$ cat config.mk
export PLATFORM = sky130hd
export DESIGN_NAME = instr_encoder
export DESIGN_NICKNAME = d
export VERILOG_FILES = /design/src/rtl/instr_encoder.sv
export SDC_FILE = /design/constraint.sdc
export NUM_CORES = 1
export LEC_CHECK = 0
export BUFFER_PORTS_ARGS = -buffer_cell sky130_fd_sc_hd__buf_2
export CAP_MARGIN = 20
export CORE_AREA = 2 2 140 142
export CTS_CLUSTER_SIZE = 25
export DETAILED_ROUTE_END_ITERATION = 10
export DIE_AREA = 0 0 142 144
export GPL_ROUTABILITY_DRIVEN = 1
export HOLD_SLACK_MARGIN = 0.03
export PLACE_DENSITY = 0.63
export SYNTH_ARGS = -nofsm -noshare
export SYNTH_HDL_FRONTEND = slang
export SYNTH_SLANG_ARGS = --single-unit
$ cat constraint.sdc
create_clock -name clk -period 2.13 [get_ports clk]
set_input_delay 0 -clock clk [delete_from_list [all_inputs] [get_ports clk]]
set_output_delay 0 -clock clk [all_outputs]
set_load 0.01 [all_outputs]
$ cat src/rtl/instr_encoder.sv
// -----------------------------------------------------------------------------
// instr_encoder
//
// Program loader. Encodes symbolic operation requests into 32-bit MIPS
// instruction words and streams them into instruction memory at consecutive
// word addresses. A small FIFO decouples the request side from memory
// back-pressure.
//
// Parameters
//   DEPTH       encoded-word FIFO entries (power of two, >= 2)
//   ADDR_WIDTH  instruction memory word-address width
//   BASE_ADDR   first write address after reset or start
//
// Ports
//   clk, rst_n           clock, asynchronous active-low reset
//   start                rewind: flush FIFO, address/count/err back to initial
//   req_valid/req_ready  request handshake (ready = !full && !start)
//   req_op               0 add, 1 and, 2 or, 3 sub, 4 lw, 5 sw, 6 addi,
//                        7 andi, 8 beq, 9..15 illegal
//   req_rs/rt/rd/imm     instruction fields (rd R-format only, imm I-format only)
//   imem_we/addr/wdata   memory write port (we = FIFO non-empty && !start)
//   imem_ready           memory accepts the write this cycle
//   busy                 FIFO non-empty
//   count                words written since rewind, saturating
//   err                  sticky: an illegal op was accepted
// -----------------------------------------------------------------------------
module instr_encoder #(
    parameter int                    DEPTH      = 4,
    parameter int                    ADDR_WIDTH = 8,
    parameter logic [ADDR_WIDTH-1:0] BASE_ADDR  = '0
) (
    input  logic                  clk,
    input  logic                  rst_n,
    input  logic                  start,
    input  logic                  req_valid,
    output logic                  req_ready,
    input  logic [3:0]            req_op,
    input  logic [4:0]            req_rs,
    input  logic [4:0]            req_rt,
    input  logic [4:0]            req_rd,
    input  logic [15:0]           req_imm,
    output logic                  imem_we,
    output logic [ADDR_WIDTH-1:0] imem_addr,
    output logic [31:0]           imem_wdata,
    input  logic                  imem_ready,
    output logic                  busy,
    output logic [ADDR_WIDTH:0]   count,
    output logic                  err
);

    localparam int PTR_W = $clog2(DEPTH);
    localparam int OCC_W = PTR_W + 1;

    typedef enum logic [3:0] {
        OP_ADD  = 4'd0,
        OP_AND  = 4'd1,
        OP_OR   = 4'd2,
        OP_SUB  = 4'd3,
        OP_LW   = 4'd4,
        OP_SW   = 4'd5,
        OP_ADDI = 4'd6,
        OP_ANDI = 4'd7,
        OP_BEQ  = 4'd8
    } op_e;

    localparam logic [5:0] OPC_RTYPE = 6'b000000;
    localparam logic [5:0] OPC_LW    = 6'b100011;
    localparam logic [5:0] OPC_SW    = 6'b101011;
    localparam logic [5:0] OPC_ADDI  = 6'b001000;
    localparam logic [5:0] OPC_ANDI  = 6'b001100;
    localparam logic [5:0] OPC_BEQ   = 6'b000100;

    localparam logic [5:0] FN_ADD = 6'b100000;
    localparam logic [5:0] FN_AND = 6'b100100;
    localparam logic [5:0] FN_OR  = 6'b100101;
    localparam logic [5:0] FN_SUB = 6'b100010;

    // ------------------------------------------------------------------
    // Combinational encoder
    // ------------------------------------------------------------------
    logic [31:0] enc_word;
    logic        enc_legal;

    always_comb begin
        // NOTE: every output of a combinational block gets a default first,
        // otherwise unlisted ops would infer a latch.
        enc_word  = '0;
        enc_legal = 1'b1;
        case (req_op)
            OP_ADD:  enc_word = {OPC_RTYPE, req_rs, req_rt, req_rd, 5'd0, FN_ADD};
            OP_AND:  enc_word = {OPC_RTYPE, req_rs, req_rt, req_rd, 5'd0, FN_AND};
            OP_OR:   enc_word = {OPC_RTYPE, req_rs, req_rt, req_rd, 5'd0, FN_OR};
            OP_SUB:  enc_word = {OPC_RTYPE, req_rs, req_rt, req_rd, 5'd0, FN_SUB};
            OP_LW:   enc_word = {OPC_LW,    req_rs, req_rt, req_imm};
            OP_SW:   enc_word = {OPC_SW,    req_rs, req_rt, req_imm};
            OP_ADDI: enc_word = {OPC_ADDI,  req_rs, req_rt, req_imm};
            OP_ANDI: enc_word = {OPC_ANDI,  req_rs, req_rt, req_imm};
            OP_BEQ:  enc_word = {OPC_BEQ,   req_rs, req_rt, req_imm};
            default: enc_legal = 1'b0;
        endcase
    end

    // ------------------------------------------------------------------
    // FIFO state and handshakes
    // ------------------------------------------------------------------
    logic [31:0]      mem [DEPTH];
    logic [PTR_W-1:0] wr_idx;
    logic [PTR_W-1:0] rd_idx;
    logic [OCC_W-1:0] occ;
    logic [31:0]      last_word;
    logic             ready_en;   // low in reset, high from the first edge after release
    logic             full;
    logic             accept;
    logic             push;
    logic             pop;

    assign full       = (occ == OCC_W'(DEPTH));
    assign busy       = (occ != '0);
    assign req_ready  = ready_en && !full && !start;
    assign imem_we    = busy && !start;
    assign accept     = req_valid && req_ready;
    assign push       = accept && enc_legal;    // illegal ops complete the handshake only
    assign pop        = imem_we && imem_ready;
    // The head slot is stable while stalled; when empty, show the last word written.
    assign imem_wdata = busy ? mem[rd_idx] : last_word;

    // NOTE: the storage array has no reset; occupancy is tracked by the reset
    // pointers, so stale contents are never presented as valid.
    always_ff @(posedge clk) begin
        if (push) begin
            mem[wr_idx] <= enc_word;
        end
    end

    always_ff @(posedge clk or negedge rst_n) begin
        if (!rst_n) begin
            ready_en  <= 1'b0;
            wr_idx    <= '0;
            rd_idx    <= '0;
            occ       <= '0;
            last_word <= '0;
            imem_addr <= BASE_ADDR;
            count     <= '0;
            err       <= 1'b0;
        end else begin
            ready_en <= 1'b1;
            if (start) begin
                // push/pop are already gated off by start; this just rewinds.
                wr_idx    <= '0;
                rd_idx    <= '0;
                occ       <= '0;
                imem_addr <= BASE_ADDR;
                count     <= '0;
                err       <= 1'b0;
            end else begin
                if (push) begin
                    wr_idx <= wr_idx + PTR_W'(1);
                end
                if (pop) begin
                    rd_idx    <= rd_idx + PTR_W'(1);
                    last_word <= mem[rd_idx];
                    imem_addr <= imem_addr + ADDR_WIDTH'(1);  // wraps naturally
                    if (count != '1) begin
                        count <= count + (ADDR_WIDTH + 1)'(1);
                    end
                end
                case ({push, pop})
                    2'b10:   occ <= occ + OCC_W'(1);
                    2'b01:   occ <= occ - OCC_W'(1);
                    default: occ <= occ;
                endcase
                if (accept && !enc_legal) begin
                    err <= 1'b1;
                end
            end
        end
    end

endmodule

### Word-level counts from Yosys, hierarchy flattened

Memory sizes are Yosys's and may differ from the RTL's.
Index checks and enable logic that the tools add are counted.

| storage, ports and cells | value |
|---|---|
| output and inout port bits | 53 |
| memories kept | 1 |
| input bits | 40 |
| word-level logic and storage cells | 66 |
| register bits | 58 |
| memory bits (writable) | 128 |

| operators by class | value |
|---|---|
| $add $sub $neg | 6 |
| equality and inequality tests | 12 |
| muxes and demuxes | 18 |
| reductions and logical operators | 20 |
| bitwise logic cells | 1 |

Memories:

| name | words | width | read ports | clocked after memory_dff | write ports | RTL line | RTL |
|---|---|---|---|---|---|---|---|
| mem | 4 | 32 | 1 | 0 | 1 | 106 | `logic [31:0] mem [DEPTH];` |

Operators with widths:

| cell | count |
|---|---|
| $pmux W32 S9 | 1 |
| $mux W32 | 1 |
| $mux W9 | 3 |
| $eq A4 B3 Y1 const B | 4 |
| $mux W8 | 2 |
| $add A9 B1 Y9 const B | 1 |
| $ne A9 B9 Y1 const B | 1 |
| $reduce_or A9 Y1 | 1 |
| $add A8 B1 Y8 const B | 1 |
| $eq A4 B2 Y1 const B | 2 |
| $mux W2 | 4 |
| $reduce_bool A2 Y1 | 4 |
| $logic_and A1 B1 Y1 | 7 |
| $pmux W3 S2 | 1 |
| $reduce_bool A3 Y1 | 2 |
| $mux W1 | 5 |
| $add A2 B1 Y2 const B | 2 |
| $eq A4 B1 Y1 const B | 1 |
| $eq A4 B4 Y1 const B | 1 |
| $logic_not A4 Y1 | 1 |
| $reduce_and A2 Y1 | 2 |
| $add A3 B1 Y3 const B | 1 |
| $eq A3 B3 Y1 const B | 1 |
| $logic_not A1 Y1 | 3 |
| other kinds (5) | 5 |

### Longest topological paths before layout

Gate-level depths: netlist of run 1.

| logic depth | value |
|---|---|
| depth in word-level cells | 9 |
| gate-level depth with buffers | 8 |
| gate-level depth less buffers | 6 |

### Worst setup path after synthesis of run 1

Ideal clock, no wire load.

| timing path | value |
|---|---|
| kind | flip-flop to flip-flop |
| start | register occ[0] |
| end | register occ[2] |
| stages on the path, launching flop included | 7 |
| path slack | -76 ps |
| data required time | 2,043 ps |
| data arrival time | 2,119 ps |
| clock period less this slack | 2,206 ps |
| setup time | 87 ps |
| path through | dfrtp_1 o31ai_1 buf_4 nor3_1 fa_1 or4_1 a22oi_1 |

| between the ends | value |
|---|---|
| longest elaborated chain between the ends | 9 |
| elaborated cells between the ends (all ways) | 16 |

RTL lines:

| what | RTL line | RTL |
|---|---|---|
| from (decl) | 109 | `logic [OCC_W-1:0] occ;` |
| from (signal assigned) | 168 | `2'b10: occ <= occ + OCC_W'(1);` |
| from (signal assigned) | 169 | `2'b01: occ <= occ - OCC_W'(1);` |
| $eq A3 B3 Y1 | 117 | `assign full = (occ == OCC_W'(DEPTH));` |
| $logic_not A1 Y1 | 119 | `assign req_ready = ready_en && !full && !start;` |
| $logic_and A1 B1 Y1 (2 in a row) | 119 |  |
| $logic_and A1 B1 Y1 | 121 | `assign accept = req_valid && req_ready;` |
| $logic_and A1 B1 Y1 | 122 | `assign push = accept && enc_legal;` |
| $eq A2 B1 Y1 / $eq A2 B2 Y1 (equally long branches) | 167 | `case ({push, pop})` |
| $pmux W3 S2 | 167 |  |
| $mux W3 | 147 | `if (start) begin` |

Parallel ways exist; a longest one is shown, timed or not.
A chain may end at the register's enable or synchronous reset.

### Final worst setup path of run 1

| timing path | value |
|---|---|
| start | register occ[1] |
| end | output imem_wdata[0] |

| between the ends | value |
|---|---|
| longest elaborated chain between the ends | 2 |

RTL lines:

| what | RTL line | RTL |
|---|---|---|
| $reduce_bool A3 Y1 | 118 | `assign busy = (occ != '0);` |
| $mux W32 | 125 | `assign imem_wdata = busy ? mem[rd_idx] : last_word;` |
| to (decl) | 44 | `output logic [31:0] imem_wdata,` |

No other way between the ends.

==> results of run 1 <==
-- worst register-to-register path, cell delays in order (launching register included) --
cell and delay (ps):
sky130_fd_sc_hd__dfrtp_2 480, sky130_fd_sc_hd__nor3b_4 190, sky130_fd_sc_hd__nor3_2 210, sky130_fd_sc_hd__nor3_2 70, sky130_fd_sc_hd__fa_2 390, sky130_fd_sc_hd__or4_4 420, sky130_fd_sc_hd__a22oi_2 170
-- timing repair --
item                                    in CTS  in global routing
endpoints found under the setup margin      11                 33
pin swaps                                    0                  6
cloned                                       0                  2
hold endpoints to repair                   132                  0
hold buffers                                28                  0
buffers inserted                             0                  4
gates resized for setup                      0                 19
-- final cells by class --
type / count / share of cell area
clock buffer: 17 / 0.04571
clock inverter: 15 / 0.01681
inverter: 6 / 0.002420
tap: 238 / 0.03200
multi-input combinational: 249 / 0.2638
sequential: 171 / 0.5227
timing repair buffer: 150 / 0.1166
-- per-stage QoR --
stage	instances	hold slack (ps)
after floorplan	451	-295.6
after global placement	780	166.0
after global routing	846	43.42
after CTS	840	31.31
after detailed placement	780	170.2
final	846	49.38
-- cell usage in the layout, fill, tap and decap left out, drive strengths merged, types with 3 or more instances in the layout --
cell and instances:
ha 7, a31oi 4, mux2 58, o31ai 3, buf 121, o21ai 8
inv 11, edfxtp 116, clkinv 10, dfrtp 55, nor2 27, mux2i 9
nand4 4, nor2b 8, nor4 3, and2 15, dlygate4sd3 28, nand3 3
xnor2 9, nand2 21, clkbuf 18, mux4 29, nor3 4, xor2 6
a21oi 6
-- kinds of logic after synthesis --
logic type | synth area share
buf+inv | 0.02230
fa+ha+maj | 0.01453
simple gates | 0.06993
flops | 0.6561
compound gates | 0.02990
xor+xnor | 0.01774
mux | 0.1885
other cells | 0.001014
-- state kept, by name, summed over array words and instances, names as in the netlist --
name       count
count          9
err            1
imem_addr      8
last_word     29
mem          116
occ            3
rd_idx         2
ready_en       1
wr_idx         2
-- power groups by stage --
stage / Combinational, mW / Sequential (mW) / Clock (mW)
2_1_floorplan: 2.45 / 4.18 / 0
3_3_place_gp: 3.55 / 4.19 / 0
3_5_place_dp: 3.61 / 4.22 / 0
4_1_cts: 3.67 / 4.15 / 3.01
5_1_grt: 4.25 / 4.24 / 3.14
6_report: 3.94 / 4.19 / 2.93
-- metal layers --
metal  GRT usage  vias to the layer above  routed length, um
met5           0                        -                  0
met4     0.05579                        0                277
met3     0.03212                       20                385
met2      0.2835                       77               8373
met1      0.1842                     2207               6422
li1            -                     2006                  -
-- worst min path at each step --
stage	end	cells past startpoint	from
2_1_floorplan	count[0]	0	rst_n
3_3_place_gp	count[5]	1	rst_n
3_5_place_dp	count[5]	1	rst_n
4_1_cts	mem[2][13]	3	req_imm[13]
5_1_grt	mem[0][13]	3	req_imm[13]
6_report	mem[0][13]	3	req_imm[13]
==> impl_metrics.py, run 1 <==
metrics = {
    "worst_setup_path": {
        "cp_max_fo": 9,
        "crit_path_max_incr_delay_ps": 460,
        "worstSetupPathType": "reg -> out",
        "cp.depth": 6,
        "critPathBufInv": 4,
        "crit_end": "imem_wdata[0]",
        "timing.critical_path.to_type": "primary output",
        "crit_path_top_delay_cell": "sky130_fd_sc_hd__dfrtp_2",
        "worst-r2r-setup-slack_ps": 110,
        "crit_path_start": "occ[1]",
        "critPathTopFamily": "buffers and inverters",
        "r2r_start": "occ[2]",
        "worst-r2r-cell-count": 6,
        "critPathRequiredTime_ps": 2130,
        "rr_endpoint": "occ[2]",
        "critical_path.cell_chain": "buf_4 > nor3_4 > buf_6 > buf_8 > mux2_2 > buf_2",
        "crit_arrival_ps": 2080,
        "critical_path.startpoint_type": "register",
    },
    "synthesis": {
        "synth.top_cells.by_count": "116 x sky130_fd_sc_hd__edfxtp_1, 56 x sky130_fd_sc_hd__mux2_2, 55 x sky130_fd_sc_hd__dfrtp_1",
        "synth_enable_flop_cells": 116,
        "synth_cells": 451,
        "library_cell_occupying_the_most_area_in_the_post_synthesis_netlist": "sky130_fd_sc_hd__edfxtp_1",
        "syn-mean-instance-area_um2": 16.42,
        "ys_types": 50,
        "synth-warning-count": 0,
        "postSynthNetCount": 499,
        "synth-main-ff-cell": "sky130_fd_sc_hd__edfxtp_1",
        "ys_seq_area_frac": 0.6561,
        "yosys.cell_count.top_type": "sky130_fd_sc_hd__edfxtp_1",
        "synthArstFlopShare": 0.3216,
        "post_synth_instance_area_mm2": 0.007407,
        "yosys.area.top_type_share": 0.4703,
        "post_synth_main_area_contributors": "sky130_fd_sc_hd__edfxtp_1 47%, sky130_fd_sc_hd__dfrtp_1 19%, sky130_fd_sc_hd__mux4_2 8.8%, sky130_fd_sc_hd__mux2_2 8.5%, sky130_fd_sc_hd__nor2_1 1.4%",
        "synth.ff_latch_count": 171,
    },
    "min_path": {
        "min_path_type": "in -> reg",
    },
    "clocking": {
        "clkSinkCount": 171,
        "worst_skew_pair.late_latency_ps": 420,
        "number_of_buffers_between_clock_root_and_the_deepest_sink": 2,
        "cts-root-buf": "sky130_fd_sc_hd__clkbuf_16",
        "cts_tree": "built",
        "tritoncts.num_buffers": 17,
        "worst_setup_hold_path_clk_slew_ps": 70,
        "cts.htree.levels": 4,
    },
    "detailed_routing": {
        "first_iter_violations": 302,
        "drt_drc_violations_left": 0,
        "finalWirelength_um": 15460,
        "post_dr_vias_cell": 5.095,
        "routed-via-count": 4310,
        "drt-pass1-iter-count": 4,
        "routed_wire_length_per_instance_um": 18.27,
        "detail-route-antenna-nets": 0,
    },
    "pwr": {
        "power.share.switching": 0.3148,
        "comb_power_share": 0.356,
        "net-switching-power_mw": 3.483,
        "irDropWorstVdd_mv": 0.5597,
        "fin_total_pwr_mw": 11.06,
        "internal-power_mw": 7.580,
        "power_frac_seq": 0.379,
        "clock_power_share": 0.265,
        "power_density_mw_per_mm2": 1189,
        "leakage_nw": 3.565,
    },
    "global_route": {
        "number_of_global_route_vias_before_repair": 4551,
        "grt_remaining_overflow": 0,
        "grt_first_pass_wirelength_um": 23870,
        "largest_net_degree_at_the_start_of_global_routing": 36,
        "initial_antenna_violation_count": 0,
        "grt_util_all_layers": 0.1561,
    },
    "timing": {
        "final.setup.worst_slack_ps": 51.37,
        "final_min_period_over_clock_period": 0.9759,
        "setup_tns_ps": 0,
        "timing.clock.skew_ps": 10.43,
        "min_period_ps": 2079,
        "setup_viol": 0,
        "report.final.slew_viol_count": 0,
        "max_freq_mhz": 481.1,
        "max_slew_headroom": 0.3059,
        "tightestPinTransition_ps": 1039,
        "final_hold_viol_count": 0,
    },
    "placed_design": {
        "placedInstanceArea_mm2": 0.008307,
        "gp_routability_congestion": 0.8706,
        "portBuffers": 91,
        "dpl_worst_slack_ps": -14.92,
        "hpwl_um": 9778,
    },
    "finish": {
        "insertedDiodeCount": 0,
        "post_route_cells_drive_above_1_share": 0.4227,
        "multiInputGateArea_mm2": 0.002455,
        "fin_area_mm2": 0.009306,
        "seqCellArea_mm2": 0.004865,
        "flow.area_growth_from_synthesis_pct": 25.64,
        "nNetsFinal": 643,
        "final_core_util": 0.4878,
        "layout.filler_cells": 1592,
    },
    "floorplan": {
        "boundaryPins": 93,
        "core_area_mm2": 0.01908,
        "die_w_um": 142,
        "floorplan.initialDensity": 0.3882,
        "design.die.area_mm2": 0.02045,
        "die_h_um": 144,
        "number_of_placement_rows": 51,
    },
    "status": {
        "run_status": "completed",
    },
    "run": {
        "cap_viol_max_count": 0,
    },
}
Power figures use the tool's default switching activity.
==> run 2, diff against run 1 <==
--- a/config.mk
+++ b/config.mk
@@ -6,13 +6,13 @@
 export NUM_CORES = 1
 export LEC_CHECK = 0
 export BUFFER_PORTS_ARGS = -buffer_cell sky130_fd_sc_hd__buf_2
-export CAP_MARGIN = 20
 export CORE_AREA = 2 2 140 142
 export CTS_CLUSTER_SIZE = 25
 export DETAILED_ROUTE_END_ITERATION = 10
 export DIE_AREA = 0 0 142 144
 export GPL_ROUTABILITY_DRIVEN = 1
 export HOLD_SLACK_MARGIN = 0.03
+export MAX_ROUTING_LAYER = met4
 export PLACE_DENSITY = 0.63
 export SYNTH_ARGS = -nofsm -noshare
 export SYNTH_HDL_FRONTEND = slang
==> run 2 against run 1 <==
Net effect:
- final cell count is 0.35% higher
- hold slack got worse by 3.6 ps
- wire length grew 0.47%
- core utilization grew 0.14 points
- sequential share of layout area down 0.15 points
- clock-buffer cell count is the same
- critical path type is now reg -> reg
- critical endpoint is now occ[2]
- largest cell class unchanged
- largest power group unchanged
==> impl_metrics.py, run 2 (synthesis results as in run 1) <==
metrics = {
    "pwr": {
        "internal-power_mw": 7.630,
        "fin_total_pwr_mw": 11.12,
        "power_frac_seq": 0.377,
        "comb_power_share": 0.360,
        "net-switching-power_mw": 3.495,
        "leakage_nw": 3.583,
        "power_density_mw_per_mm2": 1192,
        "irDropWorstVdd_mv": 0.5606,
        "clock_power_share": 0.264,
        "power.share.switching": 0.3142,
    },
    "floorplan": {
        "floorplan.initialDensity": 0.3882,
        "boundaryPins": 93,
        "die_h_um": 144,
        "number_of_placement_rows": 51,
        "core_area_mm2": 0.01908,
        "die_w_um": 142,
        "design.die.area_mm2": 0.02045,
    },
    "worst_setup_path": {
        "critical_path.startpoint_type": "register",
        "worstSetupPathType": "reg -> reg",
        "r2r_start": "occ[2]",
        "timing.critical_path.to_type": "register",
        "critPathRequiredTime_ps": 2460,
        "rr_endpoint": "occ[2]",
        "crit_arrival_ps": 2440,
        "crit_end": "occ[2]",
        "cp_max_fo": 6,
        "worst-r2r-cell-count": 6,
        "crit_path_start": "occ[2]",
        "worst-r2r-setup-slack_ps": 20,
    },
    "finish": {
        "registers.top_by_ff_count": "mem",
        "final_core_util": 0.4892,
        "mostFrequentLayoutCells": "116 x sky130_fd_sc_hd__edfxtp_1, 91 x sky130_fd_sc_hd__buf_2, 56 x sky130_fd_sc_hd__mux2_2",
        "multiInputGateArea_mm2": 0.002442,
        "layout.filler_cells": 1588,
        "insertedDiodeCount": 0,
        "layout_commonest_cell": "sky130_fd_sc_hd__edfxtp_1",
        "post_route_cells_drive_above_1_share": 0.4255,
        "flow.area_growth_from_synthesis_pct": 26.01,
        "biggestRegsByFlops": "mem: 116 flops, last_word: 29 flops, count: 9 flops",
        "seqCellArea_mm2": 0.004865,
        "nNetsFinal": 646,
        "largest_reg_flops": 116,
    },
    "global_route": {
        "grt_remaining_overflow": 0,
        "initial_antenna_violation_count": 0,
        "largest_net_degree_at_the_start_of_global_routing": 36,
        "grt_first_pass_wirelength_um": 23890,
        "grt_util_all_layers": 0.1611,
        "number_of_global_route_vias_before_repair": 4559,
    },
    "timing": {
        "final.hold.worst_slack_ps": 45.83,
        "setup_tns_ps": 0,
        "report.final.slew_viol_count": 0,
        "setup_viol": 0,
        "grt_setup_unrepaired": "true",
        "final_hold_viol_count": 0,
        "max_slew_headroom": 0.3072,
        "max_freq_mhz": 474.5,
        "final_min_period_over_clock_period": 0.9894,
        "min_period_ps": 2108,
        "tightestPinTransition_ps": 1037,
        "final.setup.worst_slack_ps": 22.48,
        "timing.clock.skew_ps": 10.07,
    },
    "clocking": {
        "number_of_buffers_between_clock_root_and_the_deepest_sink": 2,
        "tritoncts.num_buffers": 17,
        "cts.htree.levels": 4,
        "clkSinkCount": 171,
        "worst_skew_pair.late_latency_ps": 420,
        "cts_tree": "built",
        "cts-root-buf": "sky130_fd_sc_hd__clkbuf_16",
        "worst_setup_hold_path_clk_slew_ps": 70,
    },
    "detailed_routing": {
        "post_dr_vias_cell": 5.064,
        "drt_drc_violations_left": 0,
        "drt-pass1-iter-count": 4,
        "routed-via-count": 4299,
        "routed_wire_length_per_instance_um": 18.29,
        "first_iter_violations": 272,
        "detail-route-antenna-nets": 0,
        "finalWirelength_um": 15530,
    },
    "min_path": {
        "min_path_type": "in -> reg",
    },
    "placed_design": {
        "gp_routability_congestion": 0.8848,
        "dpl_worst_slack_ps": -14.92,
        "portBuffers": 91,
        "hpwl_um": 9778,
    },
    "run": {
        "cap_viol_max_count": 0,
    },
    "status": {
        "run_status": "completed",
    },
}
==> run 2: power groups by stage <==
stage | combinational (mW) | clock (mW) | sequential [mW]
after floorplan | 2.45 | 0 | 4.18
after global placement | 3.55 | 0 | 4.19
after detailed placement | 3.61 | 0 | 4.22
after CTS | 3.67 | 3.01 | 4.15
after global routing | 4.32 | 3.14 | 4.24
final | 4.00 | 2.93 | 4.19
==> run 2: layout make-up <==
| class | instances | share of cell area |
|---|---|---|
| inverter | 6 | 0.002413 |
| timing repair buffer | 153 | 0.1205 |
| clock inverter | 15 | 0.01676 |
| sequential | 171 | 0.5212 |
| multi-input combinational | 249 | 0.2617 |
| tap | 238 | 0.03190 |
| clock buffer | 17 | 0.04558 |
==> run 2: repair_timing <==
action,CTS,global route
cloned,0,3
gates resized for setup,0,17
setup buffers,0,6
pin swaps,0,4
setup endpoints to repair,11,33
hold endpoints to repair,132,0
hold buffers,28,0
==> run 2: how the worst min path moves through the flow <==
stage                 from          to  slack (ps)  depth (start not counted)
2_1_floorplan        rst_n    count[0]        -300                          0
3_3_place_gp         rst_n    count[5]         170                          1
3_5_place_dp         rst_n    count[5]         170                          1
4_1_cts        req_imm[13]  mem[2][13]          30                          3
5_1_grt        req_imm[13]  mem[0][13]          40                          3
6_report       req_imm[13]  mem[0][13]          50                          3
==> run 2: metal layers <==
metal  track usage  up-vias  routed length (um)
met5             -        -                   0
met4       0.05632        0                 262
met3       0.03113       16                 332
met2        0.2825       73                8374
met1        0.1864     2203                6562
li1              -     2007                   -
==> run 2: stage by stage <==
step,instance area [um2],instances
5_1_grt,9334,849
3_5_place_dp,8307,780
2_1_floorplan,7415,451
4_1_cts,9169,840
6_report,9334,849
3_3_place_gp,8307,780
==> run 2: worst max-delay path, cell delays in order (launching register included) <==
cell,delay [ps]
sky130_fd_sc_hd__dfrtp_2,480
sky130_fd_sc_hd__nor3b_4,190
sky130_fd_sc_hd__nor3_2,210
sky130_fd_sc_hd__nor3_2,70
sky130_fd_sc_hd__fa_2,390
sky130_fd_sc_hd__or4_4,540
sky130_fd_sc_hd__a22oi_2,140
